===== src/rtl/gate_chain_accum_if.sv =====
// Valid/ready stream bundle for gate_chain_accum: operand beats in, result beats out.
// The slave modport is the block; the master modport is the source/consumer side.
interface gate_chain_accum_if #(
    parameter int unsigned WIDTH     = 8,
    parameter int unsigned FRAME_MAX = 16
);
    localparam int unsigned CW = $clog2(FRAME_MAX + 1);

    logic             in_valid;
    logic             in_ready;
    logic             in_last;
    logic             mode;
    logic [WIDTH-1:0] in1;
    logic [WIDTH-1:0] in2;
    logic [WIDTH-1:0] in3;

    logic             out_valid;
    logic             out_ready;
    logic [WIDTH-1:0] dout;
    logic             out_last;
    logic [CW-1:0]    beat_cnt;
    logic             overrun;

    modport master (
        output in_valid, in_last, mode, in1, in2, in3, out_ready,
        input  in_ready, out_valid, dout, out_last, beat_cnt, overrun
    );

    modport slave (
        input  in_valid, in_last, mode, in1, in2, in3, out_ready,
        output in_ready, out_valid, dout, out_last, beat_cnt, overrun
    );
endinterface


===== src/rtl/gate_chain_accum.sv =====
// Per-lane f = in3 ^ ~(in1 ^ in2), emitted per beat (PASS) or XOR-folded over a frame (ACCUM),
// behind a single registered output stage with backpressure.
module gate_chain_accum #(
    parameter int unsigned WIDTH     = 8,
    parameter int unsigned FRAME_MAX = 16
) (
    input logic         clk,
    input logic         reset,
    gate_chain_accum_if.slave bus
);
    localparam int unsigned CW = $clog2(FRAME_MAX + 1);

    typedef enum logic {
        IDLE = 1'b0,
        ACC  = 1'b1
    } state_e;

    state_e           state_q, state_d;
    logic [WIDTH-1:0] acc_q, acc_d;
    logic [CW-1:0]    cnt_q, cnt_d;

    logic             out_valid_q, out_valid_d;
    logic [WIDTH-1:0] dout_q, dout_d;
    logic             out_last_q, out_last_d;
    logic [CW-1:0]    beat_cnt_q, beat_cnt_d;
    logic             overrun_q, overrun_d;

    logic             in_ready_c;
    logic             accept_c;
    logic [WIDTH-1:0] f_c;
    logic [WIDTH-1:0] acc_n_c;
    logic [CW-1:0]    cnt_n_c;
    logic             close_c;

    // One-deep output register: free when empty or being drained this cycle.
    assign in_ready_c = !out_valid_q || bus.out_ready;
    assign accept_c   = bus.in_valid && in_ready_c;

    always_comb begin
        f_c     = bus.in3 ^ ~(bus.in1 ^ bus.in2);
        acc_n_c = acc_q ^ f_c;
        cnt_n_c = CW'(cnt_q + CW'(1));
        close_c = bus.in_last || (cnt_n_c == CW'(FRAME_MAX));
    end

    // Frame sequencing and output-register load.
    always_comb begin
        state_d     = state_q;
        acc_d       = acc_q;
        cnt_d       = cnt_q;
        out_valid_d = out_valid_q && !bus.out_ready;
        dout_d      = dout_q;
        out_last_d  = out_last_q;
        beat_cnt_d  = beat_cnt_q;
        overrun_d   = overrun_q;

        if (accept_c) begin
            unique case (state_q)
                IDLE: begin
                    if (!bus.mode || bus.in_last) begin
                        out_valid_d = 1'b1;
                        dout_d      = f_c;
                        out_last_d  = bus.in_last;
                        beat_cnt_d  = CW'(1);
                        overrun_d   = 1'b0;
                    end else begin
                        acc_d   = f_c;
                        cnt_d   = CW'(1);
                        state_d = ACC;
                    end
                end
                ACC: begin
                    if (close_c) begin
                        out_valid_d = 1'b1;
                        dout_d      = acc_n_c;
                        out_last_d  = 1'b1;
                        beat_cnt_d  = cnt_n_c;
                        overrun_d   = !bus.in_last;
                        acc_d       = '0;
                        cnt_d       = '0;
                        state_d     = IDLE;
                    end else begin
                        acc_d = acc_n_c;
                        cnt_d = cnt_n_c;
                    end
                end
                default: state_d = IDLE;
            endcase
        end
    end

    // Synchronous reset wins over any simultaneous handshake.
    always_ff @(posedge clk) begin
        if (reset) begin
            state_q     <= IDLE;
            acc_q       <= '0;
            cnt_q       <= '0;
            out_valid_q <= 1'b0;
            dout_q      <= '0;
            out_last_q  <= 1'b0;
            beat_cnt_q  <= '0;
            overrun_q   <= 1'b0;
        end else begin
            state_q     <= state_d;
            acc_q       <= acc_d;
            cnt_q       <= cnt_d;
            out_valid_q <= out_valid_d;
            dout_q      <= dout_d;
            out_last_q  <= out_last_d;
            beat_cnt_q  <= beat_cnt_d;
            overrun_q   <= overrun_d;
        end
    end

    assign bus.in_ready  = in_ready_c;
    assign bus.out_valid = out_valid_q;
    assign bus.dout      = dout_q;
    assign bus.out_last  = out_last_q;
    assign bus.beat_cnt  = beat_cnt_q;
    assign bus.overrun   = overrun_q;

endmodule


===== src/flat_wrapper.sv =====
// flat-port wrapper written by rule: the top's interface ports become plain ports
module gate_chain_accum_flat 
#(
    parameter int unsigned WIDTH     = 8,
    parameter int unsigned FRAME_MAX = 16
)
  (clk, reset, bus_in_valid, bus_in_last, bus_mode, bus_in1, bus_in2, bus_in3, bus_out_ready, bus_in_ready, bus_out_valid, bus_dout, bus_out_last, bus_beat_cnt, bus_overrun);
  gate_chain_accum_if #(.WIDTH(WIDTH), .FRAME_MAX(FRAME_MAX)) bus_i ();
  input logic clk;
  input logic reset;
  input wire logic [$bits(bus_i.in_valid)-1:0] bus_in_valid;
  input wire logic [$bits(bus_i.in_last)-1:0] bus_in_last;
  input wire logic [$bits(bus_i.mode)-1:0] bus_mode;
  input wire logic [$bits(bus_i.in1)-1:0] bus_in1;
  input wire logic [$bits(bus_i.in2)-1:0] bus_in2;
  input wire logic [$bits(bus_i.in3)-1:0] bus_in3;
  input wire logic [$bits(bus_i.out_ready)-1:0] bus_out_ready;
  output wire logic [$bits(bus_i.in_ready)-1:0] bus_in_ready;
  output wire logic [$bits(bus_i.out_valid)-1:0] bus_out_valid;
  output wire logic [$bits(bus_i.dout)-1:0] bus_dout;
  output wire logic [$bits(bus_i.out_last)-1:0] bus_out_last;
  output wire logic [$bits(bus_i.beat_cnt)-1:0] bus_beat_cnt;
  output wire logic [$bits(bus_i.overrun)-1:0] bus_overrun;
  assign bus_i.in_valid = bus_in_valid;
  assign bus_i.in_last = bus_in_last;
  assign bus_i.mode = bus_mode;
  assign bus_i.in1 = bus_in1;
  assign bus_i.in2 = bus_in2;
  assign bus_i.in3 = bus_in3;
  assign bus_i.out_ready = bus_out_ready;
  assign bus_in_ready = bus_i.in_ready;
  assign bus_out_valid = bus_i.out_valid;
  assign bus_dout = bus_i.dout;
  assign bus_out_last = bus_i.out_last;
  assign bus_beat_cnt = bus_i.beat_cnt;
  assign bus_overrun = bus_i.overrun;
  gate_chain_accum #(.WIDTH(WIDTH), .FRAME_MAX(FRAME_MAX)) u_core (.clk(clk), .reset(reset), .bus(bus_i));
endmodule

===== config.mk =====
export PLATFORM = sky130hd
export DESIGN_NAME = gate_chain_accum_flat
export DESIGN_NICKNAME = d
export VERILOG_FILES = /design/src/rtl/gate_chain_accum_if.sv /design/src/rtl/gate_chain_accum.sv /design/src/flat_wrapper.sv
export SDC_FILE = /design/constraint.sdc
export NUM_CORES = 1
export LEC_CHECK = 0
export ABC_AREA = 1
export CORE_MARGIN = 1
export CORE_UTILIZATION = 39
export CTS_BUF_LIST = sky130_fd_sc_hd__clkbuf_2
export CTS_CLUSTER_DIAMETER = 50
export DETAILED_ROUTE_END_ITERATION = 10
export GPL_TIMING_DRIVEN = 0
export PLACE_DENSITY_LB_ADDON = 0.12
export SETUP_SLACK_MARGIN = 0.1
export SLEW_MARGIN = 0
export SYNTH_ARGS = -nofsm -noshare
export SYNTH_HDL_FRONTEND = slang
export SYNTH_SLANG_ARGS = --single-unit

===== constraint.sdc =====
create_clock -name clk -period 1.66 [get_ports clk]
set_input_delay 0.249 -clock clk [delete_from_list [all_inputs] [get_ports clk]]
set_output_delay 0.249 -clock clk [all_outputs]
set_load 0.05 [all_outputs]

## After elaboration in Yosys (flattened, before gate mapping)

Cells that the tools add are included.

- Register bits after elaboration: 30
- Bits in latches: 0
- Memory bits (writable): 0
- ROM bits: 0
- Output and inout port bits: 17
- Word-level logic and storage cells: 54
- Memories: 0

- Add/subtract/negate cells: 1
- Multipliers: 0
- Div/mod/pow operators: 0
- Magnitude comparators: 0
- Eq/ne operators: 4
- Shift-type cells: 0
- Multiplexer cells: 25
- Bitwise operators: 5
- Reduce and logical (&&, ||, !) cells: 11

Operators with widths:

| cell | count |
|---|---|
| $mux 8 | 4 |
| $pmux 8 s2 | 2 |
| $xor 8x8->8 | 3 |
| $mux 5 | 4 |
| $pmux 5 s2 | 2 |
| $mux 1 | 9 |
| $not 8->8 | 1 |
| $pmux 1 s2 | 4 |
| $add 5x1->5 const B | 1 |
| $eq 5x5->1 const B | 1 |
| $logic_not 1->1 | 4 |
| $ne 2x2->1 const B | 2 |
| $logic_or 1x1->1 | 3 |
| $reduce_and 3->1 | 1 |
| $logic_and 1x1->1 | 2 |
| $ne 2x1->1 const B | 1 |
| $reduce_and 2->1 | 1 |
| $not 1->1 | 1 |

## Depth between registers and ports, before layout

- Depth after elaboration: 6
- Depth in mapped cells: 11
- Mapped depth without buffers: 10

## Worst setup path before layout

OpenSTA, ideal clock, no wires.

- Path kind: reg-to-reg
- From: register u_core.out_valid_q (netlist: u_core.bus.out_valid)
- To: register u_core.beat_cnt_q[2] (netlist: u_core.bus.beat_cnt[2])
- Setup time: 0.114 ns
- Arrival: 1.871 ns
- Data required time: 1.546 ns
- Path slack: -0.325 ns
- Stages on the path, launching flop included: 9
- Path buffers: 1
- Path through: dfxtp_1 -> nand2_1 -> nand2_1 -> inv_2 -> nand3_4 -> buf_6 -> inv_2 -> nand3_1 -> nand2_1

- Word-level cells in the longest chain between the ends: 4

Ends and longest elaborated chain:

| element | line | RTL |
|---|---|---|
| start: declaration | gate_chain_accum.sv:22 | `logic out_valid_q, out_valid_d;` |
| start signal: assignment | gate_chain_accum.sv:107 | `out_valid_q <= out_valid_d;` |
| $logic_not 1->1 | gate_chain_accum.sv:36 | `assign in_ready_c = !out_valid_q \|\| bus.out_ready;` |
| $logic_or 1x1->1 | gate_chain_accum.sv:36 |  |
| via bus_in_ready | flat_wrapper.sv:18 | `output wire logic [$bits(bus_i.in_ready)-1:0] bus_in_ready;` |
| $logic_and 1x1->1 | gate_chain_accum.sv:37 | `assign accept_c = bus.in_valid && in_ready_c;` |
| $reduce_and 3->1 (no line) | - |  |
| end signal: assignment | gate_chain_accum.sv:110 | `beat_cnt_q <= beat_cnt_d;` |
| end: declaration | gate_chain_accum.sv:25 | `logic [CW-1:0] beat_cnt_q, beat_cnt_d;` |

The timed path passes the listed nets, and every way through them passes these cells.
A chain may end at the register's enable or synchronous reset.

## Worst setup path after layout

- From: register u_core.dout_q[5] (netlist: u_core.bus.dout[5])
- To: output bus_dout[5]

RTL lines:

| element | line | RTL |
|---|---|---|
| start: declaration | gate_chain_accum.sv:23 | `logic [WIDTH-1:0] dout_q, dout_d;` |
| start signal: assignment | gate_chain_accum.sv:108 | `dout_q <= dout_d;` |
| end: declaration | flat_wrapper.sv:20 | `output wire logic [$bits(bus_i.dout)-1:0] bus_dout;` |

No word-level cell between the ends.

==> results.yml <==
sta:
  final-max-slew-violation-count: 0
  post-route-period-util_pct: 91.12
  setup_skew_ns: 0.01686
  crit_path_setup_slack_layout_ns: 0.1474
  timing.max_slew.rel_slack_pct: 67.68
  setup-violations-final: 0
  layout_min_cycle_time_ns: 1.513
  finalHoldViolations: 0
  worst_slew_pin_slew_ns: 0.4867
  grt_setup_unrepaired: "yes"
  maximum_achievable_frequency_mhz: 661.1
setup_path:
  critPathRequiredTime_ns: 1.41
  criticalPathCategory: "flip-flop to primary output"
  r2r.worst_path.cells: 9
  worst_ep_arrival_time_ns: 1.26
  worst-r2r-setup-slack_ns: 0.16
  timing.critical_path.slowest_stage_cell: "sky130_fd_sc_hd__dlygate4sd2_1"
  rr_startpoint: "u_core.cnt_q[1]"
  bufs_and_invs_on_worst_path: 1
  critPathMaxStageDelay_ns: 0.52
  worstPathCellList: "dlygate4sd2_1"
  critical_path_peak_fanout: 2
  destination_of_the_worst_register_to_register_timing_path: "u_core.bus.beat_cnt[3]"
  path_delay_family: "buffers and inverters"
  worstSetupStartpointType: "flip-flop"
  end_kind: "primary output"
logic_synthesis:
  ys_ff_latch: 30
  synth_nets: 277
  post_synth_fa_ha_maj_area_fraction_pct: 0.7413
  post_synth_inst_count: 246
  syn_area_per_cell_um2: 6.861
  library_cells_used_by_synthesis: 25
  synth.yosys.seq_area_share_pct: 35.58
  ys_warn_count: 0
  simple_logic_cell_fraction_of_the_synthesized_area_pct: 36.99
  synth_xor_xnor_area_share_pct: 8.302
  synth_top_family_by_area: "simple AND/OR/NAND/NOR gates"
  syn_area_mm2: 0.001688
  synth_area_in_compound_gates_pct: 7.265
  synth_mux_area_share_pct: 0
layout:
  layout.filler_cells: 384
  multi_input_area_um2: 945.9
  seqCellArea_um2: 606.8
  finalNetCount: 335
  design_area_mm2: 0.002325
  area_growth_pct: 37.73
  layout.core_utilization_pct: 56.89
  post_route_cells_drive_above_1_share_pct: 16.45
  antenna_cells_inserted: 0
grt:
  global_route_met1_utilization_pct: 24.82
  grtUsageTotal_pct: 20.27
  grt_overflow: 0
  initial_antenna_violation_count: 0
  grt_pass1_vias: 1547
  grt.met3_usage_pct: 4.054
  wire_length_of_the_first_global_routing_pass_mm: 6.817
  groute.layer.met2.usage_pct: 34.16
  grt_busiest_layer: "met2"
  grt_start_max_net_pins: 11
power:
  p_total_mw: 1.686
  total_leakage_power_nw: 1.063
  vdd_ir_drop_max_mv: 0.5096
  power_per_cell_area_mw_per_mm2: 725.3
detailed_routing:
  avgViaCountPerCell: 4.774
  dr.pass1.iters: 4
  detailedRoute.firstIterationViolations: 119
  route.vias.total: 1690
  drc_errors: 0
  drt-wirelength-per-cell_um: 11.54
  route.final.wire_length_mm: 4.085
  final_antenna_net_count: 0
die:
  die_width_um: 67.79
  fp.coreArea_mm2: 0.004086
  ports_placed_on_the_boundary: 47
  row_count: 23
  fp.dieH_um: 67.79
  initial_utilization_pct: 41.30
  dieArea_mm2: 0.004595
cts:
  cts_hold_repair_buffers: 0
  cts-buffers-inserted: 5
  worstSkewPairLatency_ns: 0.38
  clkTransAtPathRegs_ns: 0.16
  h-tree-depth: 2
  clock_tree.buffer_depth: 2
  cts.sinks: 30
  clock-root-buffer: "sky130_fd_sc_hd__clkbuf_2"
  tritoncts: "done"
placed_design:
  placed_inst_area_mm2: 0.002212
  gp_congestion: 0.8361
  place_ws_ns: -0.2264
  port_buffers: 45
  dp_hpwl_mm: 2.883
worst_hold_path:
  hold-path-cell-count: 2
  min_from: "reset"
  hold_path_class: "primary input to flip-flop"
  worst_hold_path.endpoint: "u_core.acc_q[4]"
run_status:
  status: "complete, no violations"
job:
  max-cap-violations: 0
==> cell usage in the layout (no fill, tap or decap), drive strengths merged, types with 2 or more instances in the layout <==
cell type / count
o21ai: 6
nand2: 71
nor2: 22
clkbuf: 11
a21oi: 16
dfxtp: 30
clkdlybuf4s15: 7
nand4: 5
or2: 3
nand3: 29
inv: 32
clkdlybuf4s50: 28
xor2: 14
nand3b: 3
xnor2: 2
buf: 13
dlygate4sd2: 8
==> stage by stage <==
step / setup TNS (ns) / instances / hold slack, ns
5_1_grt: 0 / 354 / 0.2560
6_report: 0 / 354 / 0.2414
2_1_floorplan: 0 / 246 / 0.4439
3_3_place_gp: -4.881 / 341 / 0.4375
4_1_cts: 0 / 352 / 0.2221
3_5_place_dp: -4.857 / 341 / 0.4385
==> Yosys cell counts <==
| cell type | count | share of area (%) |
|---|---|---|
| sky130_fd_sc_hd__ha_1 | 1 | 0.74 |
| sky130_fd_sc_hd__nand2_2 | 6 | 2.2 |
| sky130_fd_sc_hd__clkinv_1 | 1 | 0.22 |
| sky130_fd_sc_hd__nand3_4 | 3 | 3.1 |
| sky130_fd_sc_hd__buf_4 | 1 | 0.44 |
| sky130_fd_sc_hd__or2_2 | 3 | 1.1 |
| sky130_fd_sc_hd__xnor2_1 | 2 | 1.0 |
| sky130_fd_sc_hd__inv_2 | 3 | 0.67 |
| sky130_fd_sc_hd__o32ai_1 | 1 | 0.52 |
| sky130_fd_sc_hd__dfxtp_1 | 30 | 36 |
| sky130_fd_sc_hd__clkbuf_1 | 2 | 0.44 |
| sky130_fd_sc_hd__buf_6 | 3 | 2.0 |
| sky130_fd_sc_hd__nand3_1 | 26 | 7.7 |
| sky130_fd_sc_hd__buf_2 | 3 | 0.89 |
| sky130_fd_sc_hd__nand4_1 | 5 | 1.9 |
| sky130_fd_sc_hd__a21oi_1 | 15 | 4.4 |
| sky130_fd_sc_hd__nor2_1 | 22 | 4.9 |
| sky130_fd_sc_hd__nor3_1 | 1 | 0.30 |
| sky130_fd_sc_hd__nand3b_1 | 3 | 1.3 |
| sky130_fd_sc_hd__inv_1 | 29 | 6.4 |
| sky130_fd_sc_hd__xor2_1 | 14 | 7.3 |
| sky130_fd_sc_hd__a21oi_2 | 1 | 0.52 |
| sky130_fd_sc_hd__nand2_1 | 65 | 14 |
| sky130_fd_sc_hd__o21ai_1 | 3 | 0.89 |
| sky130_fd_sc_hd__o21ai_0 | 3 | 0.89 |
==> kinds of logic after synthesis <==
family,count (synthesis)
and+or+nand+nor,134
buffers and inverters,42
DFF,30
AOI/OAI and AO/OA,23
xor gates and xnor gates,16
adders and majority gates,1
==> flip-flops by register name, summed over array words and instances, names as in the netlist <==
name and cells:
u_core.acc_q 8, u_core.bus.dout 8, u_core.bus.beat_cnt 5, u_core.cnt_q 5, u_core.bus.out_last 1, u_core.bus.out_valid 1, u_core.bus.overrun 1, u_core.state_q 1
==> worst max path at each step <==
| stage | slack (ns) | from | depth (start not counted) | endpoint |
|---|---|---|---|---|
| 5_1_grt | 0.05 | u_core.cnt_q[1] | 9 | u_core.bus.beat_cnt[3] |
| 2_1_floorplan | 0.16 | u_core.bus.out_valid | 8 | u_core.bus.beat_cnt[2] |
| 3_3_place_gp | -0.23 | bus_out_ready | 9 | u_core.acc_q[1] |
| 4_1_cts | 0.07 | bus_out_ready | 4 | bus_in_ready |
| 6_report | 0.15 | u_core.bus.dout[5] | 1 | bus_dout[5] |
| 3_5_place_dp | -0.23 | bus_out_ready | 9 | u_core.acc_q[5] |
==> per-layer routing <==
metal  vias to the layer above  share of wire [%]
met5                         -                  0
met4                         0                1.8
met3                         8                4.1
met2                        37                 50
met1                       758                 44
li1                        887                  -
==> where the power goes <==
group,internal [mW],total [mW],switching (mW)
Combinational,0.206,0.534,0.329
Clock,0.110,0.366,0.256
Sequential,0.763,0.786,0.0227
Total,1.08,1.69,0.608
==> what timing repair did <==
| action | 4_1_cts | 5_1_grt |
|---|---|---|
| endpoints found under the setup margin | 36 | 38 |
| gates cloned | 0 | 0 |
| pin swaps | 0 | 4 |
| resized for setup | 22 | 21 |
| setup buffers | 4 | 2 |
==> final cells by class <==
| type | count | area share (%) |
|---|---|---|
| clock buffers | 7 | 1.507 |
| well taps | 50 | 2.691 |
| flip-flops and latches | 30 | 26.10 |
| multi-input cells | 174 | 40.69 |
| inverters | 33 | 5.328 |
| plain buffers | 9 | 3.068 |
| repair buffers | 51 | 20.61 |
Power figures use the tool's default switching activity.
